### src/rtl/dmem_bus_unit.sv
// MEM-stage data-memory bus unit: registers each access, drives a req/ack bus with wait states,
// stalls the pipeline and returns right-aligned load data. Optional feature macro: MISALIGN_TRAP_EN.
module dmem_bus_unit #(
    parameter int unsigned TIMEOUT_CYC = 255
) (
    input  logic        clk,
    input  logic        rst,
    input  logic        mreq,
    input  logic        write,
    input  logic [1:0]  size,
    input  logic [31:0] addr,
    input  logic [31:0] wdata,
    output logic [31:0] rdata,
    output logic        stall,
    output logic        bus_req,
    output logic        bus_we,
    output logic [31:0] bus_addr,
    output logic [3:0]  bus_be,
    output logic [31:0] bus_wdata,
    input  logic [31:0] bus_rdata,
    input  logic        bus_ack,
    output logic        timeout,
    output logic        fault
);

    localparam int unsigned CntW = (TIMEOUT_CYC > 1) ? $clog2(TIMEOUT_CYC) : 1;
    localparam logic [CntW-1:0] CntMax = CntW'((TIMEOUT_CYC == 0) ? 32'd0 : TIMEOUT_CYC - 1);
    localparam bit TimeoutEn = (TIMEOUT_CYC != 0);

    typedef enum logic [1:0] {StIdle, StBusy, StDone} state_t;

    state_t          state_q, state_d;
    logic [CntW-1:0] cnt_q;
    logic [1:0]      off_q;
    logic [3:0]      be_n;
    logic [31:0]     wd_n;
    logic [1:0]      aoff_n;
    logic            expired;
    logic            trap;

    // Lane generation; misaligned half/word accesses collapse onto their aligned offset.
    always_comb begin
        be_n   = 4'b1111;
        wd_n   = wdata;
        aoff_n = 2'b00;
        case (size)
            2'b00: begin
                be_n   = 4'b0001 << addr[1:0];
                wd_n   = {4{wdata[7:0]}};
                aoff_n = addr[1:0];
            end
            2'b01: begin
                be_n   = 4'b0011 << {addr[1], 1'b0};
                wd_n   = {2{wdata[15:0]}};
                aoff_n = {addr[1], 1'b0};
            end
            default: ;
        endcase
    end

`ifdef MISALIGN_TRAP_EN
    logic fault_q;
    assign trap  = mreq & (((size == 2'b01) & addr[0]) | (size[1] & (addr[1:0] != 2'b00)));
    assign fault = fault_q;
`else
    assign trap  = 1'b0;
    assign fault = 1'b0;
`endif

    assign expired = TimeoutEn && (cnt_q == CntMax);

    always_ff @(posedge clk or posedge rst) begin
        if (rst) state_q <= StIdle;
        else     state_q <= state_d;
    end

    always_comb begin
        state_d = state_q;
        case (state_q)
            StIdle: if (mreq) state_d = trap ? StDone : StBusy;
            StBusy: if (bus_ack || expired) state_d = StDone;
            StDone: state_d = StIdle;
            default: state_d = StIdle;
        endcase
    end

    // Gated by rst so the pipeline is released the moment reset is asserted.
    always_comb begin
        stall = ~rst & (((state_q == StIdle) & mreq) | (state_q == StBusy));
    end

    always_ff @(posedge clk or posedge rst) begin
        if (rst) begin
            cnt_q     <= '0;
            off_q     <= 2'b00;
            rdata     <= 32'h0;
            bus_req   <= 1'b0;
            bus_we    <= 1'b0;
            bus_addr  <= 32'h0;
            bus_be    <= 4'h0;
            bus_wdata <= 32'h0;
            timeout   <= 1'b0;
`ifdef MISALIGN_TRAP_EN
            fault_q   <= 1'b0;
`endif
        end else begin
`ifdef MISALIGN_TRAP_EN
            fault_q <= 1'b0;
`endif
            case (state_q)
                StIdle: begin
                    cnt_q <= '0;
                    if (mreq) begin
                        if (trap) begin
                            rdata <= 32'h0;
`ifdef MISALIGN_TRAP_EN
                            fault_q <= 1'b1;
`endif
                        end else begin
                            bus_req   <= 1'b1;
                            bus_we    <= write;
                            bus_addr  <= {addr[31:2], 2'b00};
                            bus_be    <= be_n;
                            bus_wdata <= wd_n;
                            off_q     <= aoff_n;
                        end
                    end
                end
                StBusy: begin
                    cnt_q <= cnt_q + 1'b1;
                    if (bus_ack) begin
                        rdata   <= bus_we ? 32'h0 : (bus_rdata >> {off_q, 3'b000});
                        bus_req <= 1'b0;
                    end else if (expired) begin
                        rdata   <= 32'h0;
                        bus_req <= 1'b0;
                        timeout <= 1'b1;
                    end
                end
                default: cnt_q <= '0;
            endcase
        end
    end

endmodule
### config.mk
export PLATFORM = sky130hd
export DESIGN_NAME = dmem_bus_unit
export DESIGN_NICKNAME = d
export VERILOG_FILES = /design/src/rtl/dmem_bus_unit.sv
export SDC_FILE = /design/constraint.sdc
export NUM_CORES = 1
export LEC_CHECK = 0
export ABC_AREA = 1
export CORE_MARGIN = 4
export CORE_UTILIZATION = 48
export DETAILED_ROUTE_END_ITERATION = 10
export GPL_TIMING_DRIVEN = 1
export PLACE_DENSITY_LB_ADDON = 0.2
export SETUP_SLACK_MARGIN = 0.15
export SLEW_MARGIN = 20
export SYNTH_ARGS = -nofsm -noshare
export SYNTH_HDL_FRONTEND = slang
export SYNTH_SLANG_ARGS = --single-unit
### constraint.sdc
create_clock -name clk -period 11.15 [get_ports clk]
set_clock_uncertainty 0.05 [all_clocks]
set_input_delay 2.23 -clock clk [delete_from_list [all_inputs] [get_ports clk]]
set_output_delay 2.23 -clock clk [all_outputs]
set_load 0.02 [all_outputs]
==> run summary <==
Worst skew pair latency: 0.51 ns
Cts repair resizes: 0
Clock Pin Slew Worst Setup and Hold Paths: 0.05 ns
Ys Warns: 0
Unrepaired setup endpoints after global routing: no
CP startpoint: mreq
Post-Synth Adder-Cell Area: 0.465%
Mux cell area share after synthesis: 0%
Switching share of power: 37.3%
Sequential fraction of the synthesis area: 52.6%
Pwr dens: 252 nW/um^2
Vias in the first global route: 5486
Clock network power share: 25.0%
Period Utilization, post-route: 55.8%
DR vias: 5364
Fin cells: 1054
Fmax: 161 MHz
Crit path max-delay family: buffers and inverters
FF-to-FF Start: state_q[0]
Complex-gate fraction of the synthesized area: 4.51%
# IOs: 208
DIE AREA: 13000 sq um
Cts hold-fix bufs: 0
CP Launch Type: input pin
Largest net degree at the start of global routing: 88
Min Tclk post-route: 6.22 ns
Drt wl/cell: 15.6 microns
Internal power: 0.00126 W
Combinational cell fraction of total power: 42.1%
Clk buf depth: 2
Final-stage net count: 1006
Final Max Tran Viols: 0
Routed vias/inst: 5.09
DIE WIDTH: 114 microns
H-tree depth: 4
Worst VDD drop: 0.000158 V
Dpl cells: 1022
Flop pwr share: 33.0%
Initial Util: 49.4%
Layout cells sized above 1: 4.70%
DRC Markers: 0
Antenna violations before repair: 0
Share of the synthesized area in the top cell type: 52.6%
Post-CTS Setup Repair Bufs: 0
First drt pass iteration count: 6
# port buffers: 204
Global Route Usage Sum: 26.1%
Synth Area per Inst: 7.55 sq um
FF+latch count, synth: 113
Sum of negative setup slack: 0 ns
Die Height: 114 microns
Synth cell types: 25
GP Congestion: 0.812
Synth Area in XOR/XNOR: 0.163%
WL final: 16.4 mm
Number of buffers created by CTS: 17
Final setup fails: 0
P_sw: 0.000746 W
DRT iter0 DRCs: 392
WP buf/inv: 3
Clock Sinks: 113
Kind of critical path: in2out
Largest family of logic cells by synthesized area: simple AND/OR/NAND/NOR gates
Root Buffer: clkbuf_8
Antenna viol nets, final: 0
Worst hold path type: reg2reg
CP Cell Sequence: clkdlybuf4s50_1 > nand2_2 > buf_4 > a21oi_1 > clkdlybuf4s50_1
Area contributors post-synth: dfrtp_1 (53%), nand2_1 (27%), nand3_1 (4.7%), nor2_1 (2.9%), buf_4 (2.0%)
Critical Path Fanout Max: 54
Worst slew pin tran: 0.815 ns
Post-Syn Area: 5380 sq um
TritonCTS clock tree: done
Hold Violations, Final: 0
Antenna Cells: 0
Req. time, crit path: 8.87 ns
WP data arrival: 3.94 ns
Hold Path Origin: rdata[26]
Total core area: 10900 sq um
# rows: 38
Area Growth Syn to Fin: 47.7%
Max stage delay on crit path: 0.62 ns
Syn Inst Count: 712
Yosys top cell by area: dfrtp_1
Leakage: 3.99 nW
Simple-Gate Fraction of Synth Area: 35.8%
Outcome: finished clean
Slew Limit Headroom: 45.5%
First-pass GRT wire length: 26.9 mm
Most repeated library cell on the critical path: clkdlybuf4s50_1
Residual overflow from global routing: 0
CP max stage cell: clkdlybuf4s50_1
Post-DP HPWL: 11.4 mm
Total of max-cap violations: 0
CP endpoint kind: output pin
## cells by family (layout without fill, tap and decap cells)
logic type	count (synthesis)	count (layout)
xor gates and xnor gates	1	1
and+or+nand+nor	485	485
AOI/OAI and AO/OA	43	43
other	1	3
DFF	113	113
buffers and inverters	67	267
adders and majority gates	2	2
## stage by stage
stage / setup slack, ns / total power (W) / hold WS, ns / instance area [sq um] / util [%]
2_1_floorplan: 5.88 / 0.00109 / 0.405 / 5390 / -
3_3_place_gp: 4.97 / 0.00149 / 0.412 / 7390 / 67.9
3_5_place_dp: 4.93 / 0.00150 / 0.408 / 7390 / 67.9
4_1_cts: 4.93 / 0.00202 / 0.422 / 7940 / 72.9
5_1_grt: 4.88 / 0.00212 / 0.439 / 7950 / 73.0
6_report: 4.93 / 0.00200 / 0.420 / 7950 / 73.0
## path summary, 6_finish.rpt
kind	cells past startpoint	slack [ns]	endpoint
max	5	4.93	stall
min	2	0.42	rdata[26]
max reg2reg	7	8.80	bus_be[0]
min reg2reg	2	0.42	rdata[26]
max in group asynchronous	3	7.90	bus_addr[4]
min in group asynchronous	2	2.04	bus_addr[5]
## worst min-delay path, stage by stage (launching register included)
cell and delay [ns]:
dfrtp_1 0.34, nand2_1 0.05, nand2_1 0.05
## per-layer routing
layer	track usage (%)	vias to the layer above	wire (microns)	share of wire (%)
met5	0	-	0	0
met4	7.36	0	172	1.0
met3	11.4	19	1720	10
met2	43.5	236	8090	49
met1	31.0	2536	6440	39
li1	-	2573	-	-
## layout by cell type (no fill, tap or decap)
cell / synthesis / layout
clkbuf_16: 0 / 16
clkinv_2: 0 / 4
a31oi_1: 16 / 16
nand2_2: 2 / 2
nand3_1: 50 / 50
nand2_1: 386 / 386
buf_6: 3 / 1
nor2_4: 2 / 2
inv_1: 23 / 22
clkdlybuf4s50_1: 0 / 204
o21bai_1: 2 / 2
bufinv_16: 0 / 1
a21oi_1: 13 / 13
nor2_2: 2 / 2
clkbuf_8: 0 / 6
o21ai_0: 9 / 9
xor2_1: 1 / 1
inv_4: 0 / 1
o21a_1: 1 / 1
ha_1: 2 / 2
inv_2: 3 / 3
clkbuf_1: 5 / 5
o21ai_1: 2 / 2
nor2_1: 41 / 41
buf_4: 14 / 3
conb_1: 1 / 3
clkinv_1: 1 / 1
dfrtp_1: 113 / 113
nand2_4: 2 / 2
## state kept, by name, summed over array words and instances (netlist names), 2 cells and up
register / count
cnt_q: 8
state_q: 2
bus_wdata: 32
rdata: 32
bus_addr: 30
bus_be: 4
off_q: 2
## Yosys cell counts
master    instances
a31oi_1          16
buf_4            14
nand2_4           2
o21bai_1          2
inv_2             3
nand3_1          50
nor2_1           41
clkinv_1          1
buf_6             3
o21ai_1           2
o21ai_0           9
inv_1            23
ha_1              2
conb_1            1
nand2_1         386
a21oi_1          13
dfrtp_1         113
xor2_1            1
buf_1             1
buf_2            17
nor2_4            2
o21a_1            1
nand2_2           2
nor2_2            2
clkbuf_1          5
## power by group through the flow
stage	Sequential, W	Clock, W	Combinational, W
2_1_floorplan	0.000826	0	0.000264
3_3_place_gp	0.000655	0	0.000832
3_5_place_dp	0.000660	0	0.000844
4_1_cts	0.000659	0.000508	0.000850
5_1_grt	0.000679	0.000532	0.000908
6_report	0.000660	0.000500	0.000842
## cell type report
class,count,area (sq um)
fillers,860,2940
well taps,140,175
inverters,27,104
repair buffers,208,2080
clock buffers,27,502
multi-input cells,534,2210
flip-flops and latches,113,2830
clock inverters,5,50.0
Note: power is estimated with default switching activity, not from simulation.
